--- src/rtl/ram_pkg.sv ---
// Shared definitions for the RAM access controller: default geometry and FSM state encoding.
package ram_pkg;

   localparam int RAM_WIDTH  = 8;
   localparam int RAM_DEPTH  = 16;
   localparam int RAM_ADDR_W = $clog2(RAM_DEPTH);

   typedef enum logic {
      ST_INIT = 1'b0,
      ST_IDLE = 1'b1
   } state_t;

endpackage

--- src/rtl/ram_req_if.sv ---
// Request/response handshake bus between a client (master) and the RAM access controller (slave).
interface ram_req_if #(
   parameter int WIDTH  = ram_pkg::RAM_WIDTH,
   parameter int ADDR_W = ram_pkg::RAM_ADDR_W
);

   logic              req_valid;
   logic              req_ready;
   logic              req_write;
   logic [ADDR_W-1:0] req_addr;
   logic [WIDTH-1:0]  req_wdata;
   logic              rsp_valid;
   logic              rsp_ready;
   logic [WIDTH-1:0]  rsp_rdata;

   modport master (
      output req_valid, req_write, req_addr, req_wdata, rsp_ready,
      input  req_ready, rsp_valid, rsp_rdata
   );

   modport slave (
      input  req_valid, req_write, req_addr, req_wdata, rsp_ready,
      output req_ready, rsp_valid, rsp_rdata
   );

endinterface

--- src/rtl/ram_init_seq.sv ---
// Address counter for the post-reset zero-fill sweep; steps once per enabled cycle.
module ram_init_seq
   import ram_pkg::*;
#(
   parameter int DEPTH  = RAM_DEPTH,
   parameter int ADDR_W = $clog2(DEPTH)
) (
   input  logic              clk,
   input  logic              rst,
   input  logic              enable,
   output logic [ADDR_W-1:0] addr,
   output logic              last
);

   logic [ADDR_W-1:0] cnt_q;

   assign addr = cnt_q;
   assign last = (cnt_q == ADDR_W'(DEPTH - 1));

   always_ff @(posedge clk) begin
      if (rst) begin
         cnt_q <= '0;
      end else if (enable) begin
         cnt_q <= last ? '0 : cnt_q + 1'b1;
      end
   end

endmodule

--- src/rtl/ram_access_ctrl.sv ---
// Single-port RAM access controller with valid/ready request and read-response channels.
// Optional zero-fill sweep after reset is enabled by defining RAM_INIT_EN.
module ram_access_ctrl
   import ram_pkg::*;
#(
   parameter int WIDTH  = RAM_WIDTH,
   parameter int DEPTH  = RAM_DEPTH,
   parameter int ADDR_W = $clog2(DEPTH)
) (
   input  logic              clk,
   input  logic              rst,
   ram_req_if.slave          req,
   output logic              ram_enable,
   output logic              ram_read_en,
   output logic [ADDR_W-1:0] ram_address,
   output logic [WIDTH-1:0]  ram_data_in,
   input  logic [WIDTH-1:0]  ram_data_out,
   output logic              busy
);

   state_t            state_q, state_d;
   logic              rsp_valid_q;
   logic [ADDR_W-1:0] addr_q;
   logic [WIDTH-1:0]  wdata_q;
   logic              req_ready;
   logic              accept;
   logic              sweep;
   logic              sweep_last;
   logic [ADDR_W-1:0] sweep_addr;

`ifdef RAM_INIT_EN
   localparam state_t RESET_STATE = ST_INIT;

   assign sweep = (state_q == ST_INIT) && !rst;

   ram_init_seq #(
      .DEPTH  (DEPTH),
      .ADDR_W (ADDR_W)
   ) u_init_seq (
      .clk    (clk),
      .rst    (rst),
      .enable (sweep),
      .addr   (sweep_addr),
      .last   (sweep_last)
   );
`else
   localparam state_t RESET_STATE = ST_IDLE;

   assign sweep      = 1'b0;
   assign sweep_last = 1'b0;
   assign sweep_addr = '0;
`endif

   always_ff @(posedge clk) begin
      if (rst) begin
         state_q <= RESET_STATE;
      end else begin
         state_q <= state_d;
      end
   end

   // NOTE: every signal driven here gets a default before the case so no latch can be inferred.
   always_comb begin
      state_d     = state_q;
      req_ready   = 1'b0;
      accept      = 1'b0;
      ram_enable  = 1'b0;
      ram_read_en = 1'b1;
      ram_address = addr_q;
      ram_data_in = wdata_q;
      unique case (state_q)
         ST_INIT: begin
            if (!rst) begin
               ram_enable  = 1'b1;
               ram_read_en = 1'b0;
               ram_address = sweep_addr;
               ram_data_in = '0;
               if (sweep_last) state_d = ST_IDLE;
            end
         end
         ST_IDLE: begin
            // A held response blocks new reads so rsp_rdata stays stable.
            req_ready = !rst && (!rsp_valid_q || req.rsp_ready);
            accept    = req.req_valid && req_ready;
            if (accept) begin
               ram_enable  = 1'b1;
               ram_read_en = !req.req_write;
               ram_address = req.req_addr;
               ram_data_in = req.req_wdata;
            end
         end
         default: state_d = ST_IDLE;
      endcase
   end

   // NOTE: sequential state uses non-blocking assignments so all registers update from pre-edge values.
   always_ff @(posedge clk) begin
      if (rst) begin
         rsp_valid_q <= 1'b0;
         addr_q      <= '0;
         wdata_q     <= '0;
      end else begin
         if (accept && !req.req_write) begin
            rsp_valid_q <= 1'b1;
         end else if (req.rsp_ready) begin
            rsp_valid_q <= 1'b0;
         end
         // Idle RAM ports replay the last driven values instead of following the request bus.
         if (ram_enable) begin
            addr_q  <= ram_address;
            wdata_q <= ram_data_in;
         end
      end
   end

   assign req.req_ready = req_ready;
   assign req.rsp_valid = rsp_valid_q;
   assign req.rsp_rdata = ram_data_out;
   assign busy          = sweep;

endmodule

--- src/flat_wrapper.sv ---
// flat-port wrapper written by rule: the top's interface ports become plain ports
module ram_access_ctrl_flat import ram_pkg::*;
#(
   parameter int WIDTH  = RAM_WIDTH,
   parameter int DEPTH  = RAM_DEPTH,
   parameter int ADDR_W = $clog2(DEPTH)
)
  (clk, rst, ram_enable, ram_read_en, ram_address, ram_data_in, ram_data_out, busy, req_req_valid, req_req_write, req_req_addr, req_req_wdata, req_rsp_ready, req_req_ready, req_rsp_valid, req_rsp_rdata);
  ram_req_if #(.WIDTH(WIDTH), .ADDR_W(ADDR_W)) req_i ();
  input  logic clk;
  input  logic rst;
  output logic ram_enable;
  output logic ram_read_en;
  output logic [ADDR_W-1:0] ram_address;
  output logic [WIDTH-1:0] ram_data_in;
  input  logic [WIDTH-1:0] ram_data_out;
  output logic busy;
  input wire logic [$bits(req_i.req_valid)-1:0] req_req_valid;
  input wire logic [$bits(req_i.req_write)-1:0] req_req_write;
  input wire logic [$bits(req_i.req_addr)-1:0] req_req_addr;
  input wire logic [$bits(req_i.req_wdata)-1:0] req_req_wdata;
  input wire logic [$bits(req_i.rsp_ready)-1:0] req_rsp_ready;
  output wire logic [$bits(req_i.req_ready)-1:0] req_req_ready;
  output wire logic [$bits(req_i.rsp_valid)-1:0] req_rsp_valid;
  output wire logic [$bits(req_i.rsp_rdata)-1:0] req_rsp_rdata;
  assign req_i.req_valid = req_req_valid;
  assign req_i.req_write = req_req_write;
  assign req_i.req_addr = req_req_addr;
  assign req_i.req_wdata = req_req_wdata;
  assign req_i.rsp_ready = req_rsp_ready;
  assign req_req_ready = req_i.req_ready;
  assign req_rsp_valid = req_i.rsp_valid;
  assign req_rsp_rdata = req_i.rsp_rdata;
  ram_access_ctrl #(.WIDTH(WIDTH), .DEPTH(DEPTH), .ADDR_W(ADDR_W)) u_core (.clk(clk), .rst(rst), .req(req_i), .ram_enable(ram_enable), .ram_read_en(ram_read_en), .ram_address(ram_address), .ram_data_in(ram_data_in), .ram_data_out(ram_data_out), .busy(busy));
endmodule
--- config.mk ---
export PLATFORM = sky130hd
export DESIGN_NAME = ram_access_ctrl_flat
export DESIGN_NICKNAME = d
export VERILOG_FILES = /design/src/rtl/ram_pkg.sv /design/src/rtl/ram_req_if.sv /design/src/rtl/ram_init_seq.sv /design/src/rtl/ram_access_ctrl.sv /design/src/flat_wrapper.sv
export SDC_FILE = /design/constraint.sdc
export NUM_CORES = 1
export LEC_CHECK = 0
export CAP_MARGIN = 40
export CORE_UTILIZATION = 38
export DETAILED_ROUTE_END_ITERATION = 10
export GPL_TIMING_DRIVEN = 0
export PLACE_DENSITY_LB_ADDON = 0.08
export SYNTH_ARGS = -nofsm -noshare
export SYNTH_HDL_FRONTEND = slang
export SYNTH_SLANG_ARGS = --single-unit
--- constraint.sdc ---
create_clock -name clk -period 2.8 [get_ports clk]
set_input_delay 0.42 -clock clk [delete_from_list [all_inputs] [get_ports clk]]
set_output_delay 0.42 -clock clk [all_outputs]
set_load 0.03 [all_outputs]
==> results.md, run 1 <==
* Number of vias in the routed layout at 693
* Proportion of layout cells with a drive suffix above 1 at 0.259
* CTS H-Tree Depth at 1
* Maximum number of pins on one net before global-route repair at 11
* First-pass GRT wire length at 2660 um
* Violation count after the first detailed-route iteration at 6
* GRT overflow at 0
* Crit path largest cell delay at 0.63 ns
* CP required at 2.38 ns
* R2R depth at 5
* Largest voltage drop on the vdd net at 0.320 mV
* GRT Util Overall at 0.175
* Hpwl dp at about 1300 um
* Total power density per cell area at 405 nW/um^2
* Sequential share of the synthesized area at 0.344
* Die width at between 40 and 50 um
* Number of distinct library cells after synthesis at 15
* Cell at the root of the clock tree: sky130_fd_sc_hd__clkbuf_4
* Cell with the most instances on the worst path: sky130_fd_sc_hd__clkdlybuf4s50_1
* Insertion delay to the later sink of the worst-skew pair at 0.27 ns
* Max capacitance violation total at 0
* CP top delay family: buffers and inverters
* Final hold violation count at 0
* Total non-filler cell area in the finished layout at between 1000 and 1500 um^2
* Clock tree from TritonCTS: built
* Mean cell area of the mapped netlist at 10.7 um^2
* Via count of the first global-routing pass at 629
* Area growth from synthesis to layout at 66.3%
* Total Neg Setup Slack at 0 ns
* Critical-path cell with the highest stage delay: sky130_fd_sc_hd__clkdlybuf4s50_1
* Number of standard cells in the final layout excluding fillers at 141
* Setup Crit Path Kind: in2out
* Yosys warnings at 0
* Die area at 2170 um^2
* Leakage power at 0.691 nW
* Num CTS Buffers at 3
* Synthesis-stage register bit count at 13
* Netlist area before placement at around 760 um^2
* Fin Clk Skew at roughly 0.0025 ns
* Most frequent cells in the layout: 26 x sky130_fd_sc_hd__clkdlybuf4s50_1, 14 x sky130_fd_sc_hd__dlymetal6s2s_1, 13 x sky130_fd_sc_hd__dfxtp_1
* Antenna viol nets, final at 0
* Vias per inst at 4.91
* Reg-to-reg critical path endpoint: u_core.wdata_q[1]
* Site Rows at 15
* Effective utilization at floorplan at 0.420
* Final period utilization at 0.927
* Multi-input combinational cell area at between 400 and 500 um^2
* Worst hold path depth at 2
* Final setup violating endpoints at 0
* Critical path arrival at around 2.2 ns
* CP bufs+invs at 3
* Number of optimization iterations in the first detailed-route pass at 4
* Cell breakdown of the critical path: clkdlybuf4s50_1 -> clkbuf_1 -> nor2_1 -> clkdlybuf4s50_1
* Clock transition at the registers of the reported paths at 0.08 ns
* Core Footprint at 1800 um^2
* Shortest period the worst path allows at between 2 and 3 ns
* Routability Congestion at 0.653
* Total routed wirelength at 1820 um
* Post-route DRC violation count at 0
* Register cell area after layout at 260 um^2
* Critical Path Sink Type: output port
* Highest fanout seen on the critical path at 10
* Die Span Y at 46.6 um
* Filler instances at 154
* Final core area utilization at 0.699
* Placed cell area at ~1200 um^2
* Beginning of the worst hold path: u_core.req.rsp_valid
* Count of antenna diodes in the layout at 0
* Class of the worst hold path: reg2reg
* Kind of start point of the critical path: input port
* Initial antenna violation count at 0
* Overall power consumption at 0.510 mW
* Highest attainable clock frequency at 385 MHz
* Origin of the critical flop-to-flop path: u_core.req.rsp_valid
* Most common cell after layout, fill and taps aside: sky130_fd_sc_hd__clkdlybuf4s50_1
* Worst path depth at 4
* Max-slew violations at 0
* Total nets after synthesis at 96
* Clock sink total at 13
* Hold path endpoint: u_core.req.rsp_valid
* Total number of nets in the final design at 142
* Status: complete, no violations
* Register-to-register setup slack at ~1.5 ns
* Number of placed instances with taps included at about 140
* Maximum root-to-sink buffer count at 2
* Post-Synthesis Cells at 71
* Unrepaired setup endpoints after global routing: false
* Port bufs at 40
* Ports at 50
* Per-cell routed wire length at 12.9 um
synthesized netlist by cell type:
| cell | instances | area share |
|---|---|---|
| sky130_fd_sc_hd__buf_4 | 10 | 0.099 |
| sky130_fd_sc_hd__dfxtp_1 | 13 | 0.34 |
| sky130_fd_sc_hd__a21oi_1 | 1 | 0.0066 |
| sky130_fd_sc_hd__mux2_4 | 6 | 0.12 |
| sky130_fd_sc_hd__nor2_1 | 1 | 0.0050 |
| sky130_fd_sc_hd__mux2_2 | 6 | 0.089 |
| sky130_fd_sc_hd__nor3b_4 | 1 | 0.025 |
| sky130_fd_sc_hd__nor2b_4 | 1 | 0.018 |
| sky130_fd_sc_hd__nand2b_1 | 2 | 0.017 |
| sky130_fd_sc_hd__conb_1 | 1 | 0.0050 |
| sky130_fd_sc_hd__a22o_1 | 12 | 0.14 |
| sky130_fd_sc_hd__buf_6 | 1 | 0.015 |
| sky130_fd_sc_hd__clkbuf_1 | 2 | 0.0099 |
| sky130_fd_sc_hd__nor2b_1 | 12 | 0.099 |
| sky130_fd_sc_hd__nand2_1 | 2 | 0.0099 |
area by class of cell:
type / instances / area share
Timing Repair Buffer: 41 / 0.352
Multi-Input combinational cell: 45 / 0.320
Sequential cell: 13 / 0.207
Buffer: 13 / 0.0746
Tap cell: 25 / 0.0249
Clock buffer: 3 / 0.0179
Clock inverter: 1 / 0.00398
state kept, by name, summed over array words and instances (netlist names):
| signal | count |
|---|---|
| u_core.addr_q | 4 |
| u_core.wdata_q | 8 |
| u_core.req.rsp_valid | 1 |
power breakdown:
part           leakage (nW)  switching (mW)  total [mW]  internal, mW
sequential            0.107         0.00539       0.202         0.196
clock                0.0177          0.0616       0.114        0.0528
combinational         0.566          0.0921       0.194         0.102
repair_timing:
action,CTS,global route
endpoints found under the setup margin,13,14
pin swaps,1,0
setup buffers,1,0
gates resized for setup,0,14
hold buffers,0,0
worst register-to-register path, delay by kind of cell, from the launching register on:
kind                   cells  cell delay [ns]
and+or+nand+nor            2             0.24
buffers and inverters      2             0.34
AOI/OAI and AO/OA          1             0.24
DFF                        1             0.36
worst max path at each step:
stage	start	end	slack [ns]
floorplan	u_core.req.rsp_valid	ram_address[0]	0.92
global placement	rst	ram_data_in[6]	-0.21
detailed placement	rst	ram_data_in[0]	-0.19
CTS	rst	ram_data_in[5]	0.02
global route	rst	req_req_ready	0.14
finish	rst	req_req_ready	0.21
metal layers:
layer	up-vias	track usage	share of wire
li1	328	-	-
met1	322	0.198	0.43
met2	41	0.306	0.46
met3	2	0.0471	0.10
met4	0	0.0686	0.0061
met5	-	0	0
metrics by stage:
step / hold slack, ns / setup slack (ns)
floorplan: 0.553 / 0.922
global route: 0.564 / 0.144
global placement: 0.508 / -0.211
CTS: 0.532 / 0.0169
finish: 0.535 / 0.205
detailed placement: 0.514 / -0.191
logic make-up after synthesis:
family	Yosys count	synth area share
and+or+nand+nor	19	0.174
AOI/OAI and AO/OA	13	0.145
DFF	13	0.344
buffers and inverters	13	0.124
muxes	12	0.208
other	1	0.00495
(Power assumes the default switching activity.)
==> run 2, diff against run 1 <==
--- a/config.mk
+++ b/config.mk
@@ -5,9 +5,10 @@
 export SDC_FILE = /design/constraint.sdc
 export NUM_CORES = 1
 export LEC_CHECK = 0
-export CAP_MARGIN = 40
-export CORE_UTILIZATION = 38
+export CAP_MARGIN = 20
+export CORE_UTILIZATION = 35
 export DETAILED_ROUTE_END_ITERATION = 10
+export GPL_ROUTABILITY_DRIVEN = 0
 export GPL_TIMING_DRIVEN = 0
 export PLACE_DENSITY_LB_ADDON = 0.08
 export SYNTH_ARGS = -nofsm -noshare
==> constraint.sdc (replaced) <==
create_clock -name clk -period 2.96 [get_ports clk]
set_input_delay 0.444 -clock clk [delete_from_list [all_inputs] [get_ports clk]]
set_output_delay 0.444 -clock clk [all_outputs]
set_load 0.03 [all_outputs]
==> results.md, run 2 (synthesized netlist as in run 1, its figures left out) <==
* Total power density per cell area at 395 nW/um^2 (-2.4%)
* Per-cell routed wire length at 11.7 um (-9.1%)
* Launch point of the worst path: rst
* Die area at 2350 um^2 (+8.2%)
* Number of vias in the routed layout at 665 (-4.0%)
* Via count of the first global-routing pass at 630 (+0.16%)
* Cell at the root of the clock tree: sky130_fd_sc_hd__clkbuf_4
* Violation count after the first detailed-route iteration at 8 (+2)
* Ports at 50 (unchanged)
* Final setup violating endpoints at 0 (unchanged)
* Area growth from synthesis to layout at 63.0%
* Number of optimization iterations in the first detailed-route pass at 4 (unchanged)
* Clock transition at the registers of the reported paths at 0.09 ns (about the same)
* Leakage power at 0.508 nW (-26%)
* Overall power consumption at 0.488 mW (-4.3%)
* Final period utilization at 0.957
* Highest attainable clock frequency at 353 MHz
* Number of standard cells in the final layout excluding fillers at 144 (+2.1%)
* Hpwl dp at 1230 um (-6.0%)
* Max-slew violations at 0 (unchanged)
* CTS H-Tree Depth at 1 (unchanged)
* Class of the worst hold path: reg2reg
* Unrepaired setup endpoints after global routing: false
* Core Footprint at 2000 um^2 (+11%)
* Critical path arrival at 2.39 ns (+0.22 ns)
* Die width at 48.5 um (+4.0%)
* Count of cells resized by post-cts repair at 0 (unchanged)
* Number of placed instances with taps included at 138 (+1.5%)
* Largest Register: u_core.wdata_q
* Maximum root-to-sink buffer count at 2 (unchanged)
* Cell with the most instances on the worst path: sky130_fd_sc_hd__clkdlybuf4s50_1
* Effective utilization at floorplan at 0.378 (-0.0420)
* Highest fanout seen on the critical path at 6 (-4)
* Status: complete, no violations
* First-pass GRT wire length at 2620 um (-1.8%)
* Setup Crit Path Kind: in2out
* Critical-path cell with the highest stage delay: sky130_fd_sc_hd__clkdlybuf4s50_1
* Termination of the worst setup path: ram_data_in[2]
* Number of flip-flops in the largest register at 8 (unchanged)
* Num CTS Buffers at 3 (unchanged)
* Clock tree from TritonCTS: built
* Vias per inst at 4.62 (-6.0%)
* Site Rows at 16 (+1)
* Maximum number of pins on one net before global-route repair at 11 (unchanged)
* Reg-to-reg critical path endpoint: u_core.wdata_q[2]
* GRT overflow at 0 (unchanged)
* Post-route DRC violation count at 0 (unchanged)
* Worst hold path depth at 2 (unchanged)
* Initial antenna violation count at 0 (unchanged)
* Total routed wirelength at 1690 um (-7.2%)
* Kind of start point of the critical path: input port
* GRT Util Overall at 0.147 (-0.0273)
* Critical Path Sink Type: output port
* Number of hold buffers added after CTS at 0 (unchanged)
* Port bufs at 40 (unchanged)
* Origin of the critical flop-to-flop path: u_core.req.rsp_valid
* Most common cell after layout, fill and taps aside: sky130_fd_sc_hd__clkdlybuf4s50_1
* Max capacitance violation total at 0 (unchanged)
* Post-CTS setup-driven buffer insertion count at 2 (+1)
* Insertion delay to the later sink of the worst-skew pair at 0.27 ns (about the same)
* Count of antenna diodes in the layout at 0 (unchanged)
* Total number of nets in the final design at 143 (+0.70%)
* Crit path largest cell delay at 0.59 ns (-0.04 ns)
* Cell breakdown of the critical path: clkdlybuf4s50_1 -> nor3b_4 -> buf_4 -> mux2_2 -> clkdlybuf4s50_1
* Die Span Y at 48.5 um (+4.0%)
* Register-to-register setup slack at 1.68 ns (+0.16 ns)
* Final hold violation count at 0 (unchanged)
* Proportion of layout cells with a drive suffix above 1 at 0.265 (+0.00634)
* CP required at 2.52 ns (+0.14 ns)
* Shortest period the worst path allows at 2.83 ns
* Antenna viol nets, final at 0 (unchanged)
* Clock sink total at 13 (unchanged)
* Fin Clk Skew at 0.00205 ns (-0.000457 ns)
* Most frequent cells in the layout: 40 x sky130_fd_sc_hd__clkdlybuf4s50_1, 13 x sky130_fd_sc_hd__dfxtp_1, 12 x sky130_fd_sc_hd__buf_4, 12 x sky130_fd_sc_hd__nor2b_1, 12 x sky130_fd_sc_hd__a22o_1
* R2R depth at 5 (unchanged)
* Largest voltage drop on the vdd net at 0.226 mV (-30%)
-- run 2: worst min path at each step --
| stage | start | to |
|---|---|---|
| 3_5_place_dp | u_core.req.rsp_valid | u_core.req.rsp_valid |
| 5_1_grt | u_core.req.rsp_valid | u_core.req.rsp_valid |
| 2_1_floorplan | u_core.addr_q[3] | u_core.addr_q[3] |
| 3_3_place_gp | u_core.req.rsp_valid | u_core.req.rsp_valid |
| 4_1_cts | u_core.req.rsp_valid | u_core.req.rsp_valid |
| 6_report | u_core.req.rsp_valid | u_core.req.rsp_valid |
-- run 2: critical path: cells and delay by family --
family                 cells  cell delay, ns
AND/OR/NAND/NOR            1            0.28
buffers and inverters      3            1.34
multiplexers               1            0.33
-- run 2: cell type report --
cell class	count	area, um^2
fillers	195	768
repair buffers	42	415
multi-input cells	45	403
flip-flops and latches	13	260
plain buffers	13	93.8
well taps	27	33.8
clock buffers	3	22.5
clock inverters	1	5.00
-- run 2: power breakdown --
group          internal (mW)  switching, mW
Combinational         0.0998         0.0866
Clock                 0.0500         0.0606
Sequential             0.186        0.00506
-- run 2: through the flow --
step	area [um^2]	hold WS (ns)	setup TNS (ns)	worst slack, ns	util
after floorplan	757	0.554	0	1.06	-
after global placement	1190	0.511	-0.611	-0.106	0.595
after detailed placement	1190	0.520	-0.686	-0.119	0.595
after CTS	1230	0.530	0	0.123	0.616
after global routing	1230	0.553	0	0.0621	0.616
final	1230	0.531	0	0.128	0.616
-- run 2: metal layers --
| metal | track usage | share of wire | up-vias | wire length (um) |
|---|---|---|---|---|
| met5 | 0 | 0 | - | 0 |
| met1 | 0.166 | 0.45 | 296 | 756 |
| li1 | - | - | 334 | - |
| met2 | 0.246 | 0.47 | 33 | 787 |
| met3 | 0.0503 | 0.077 | 2 | 129 |
| met4 | 0.0735 | 0.0071 | 0 | 12 |
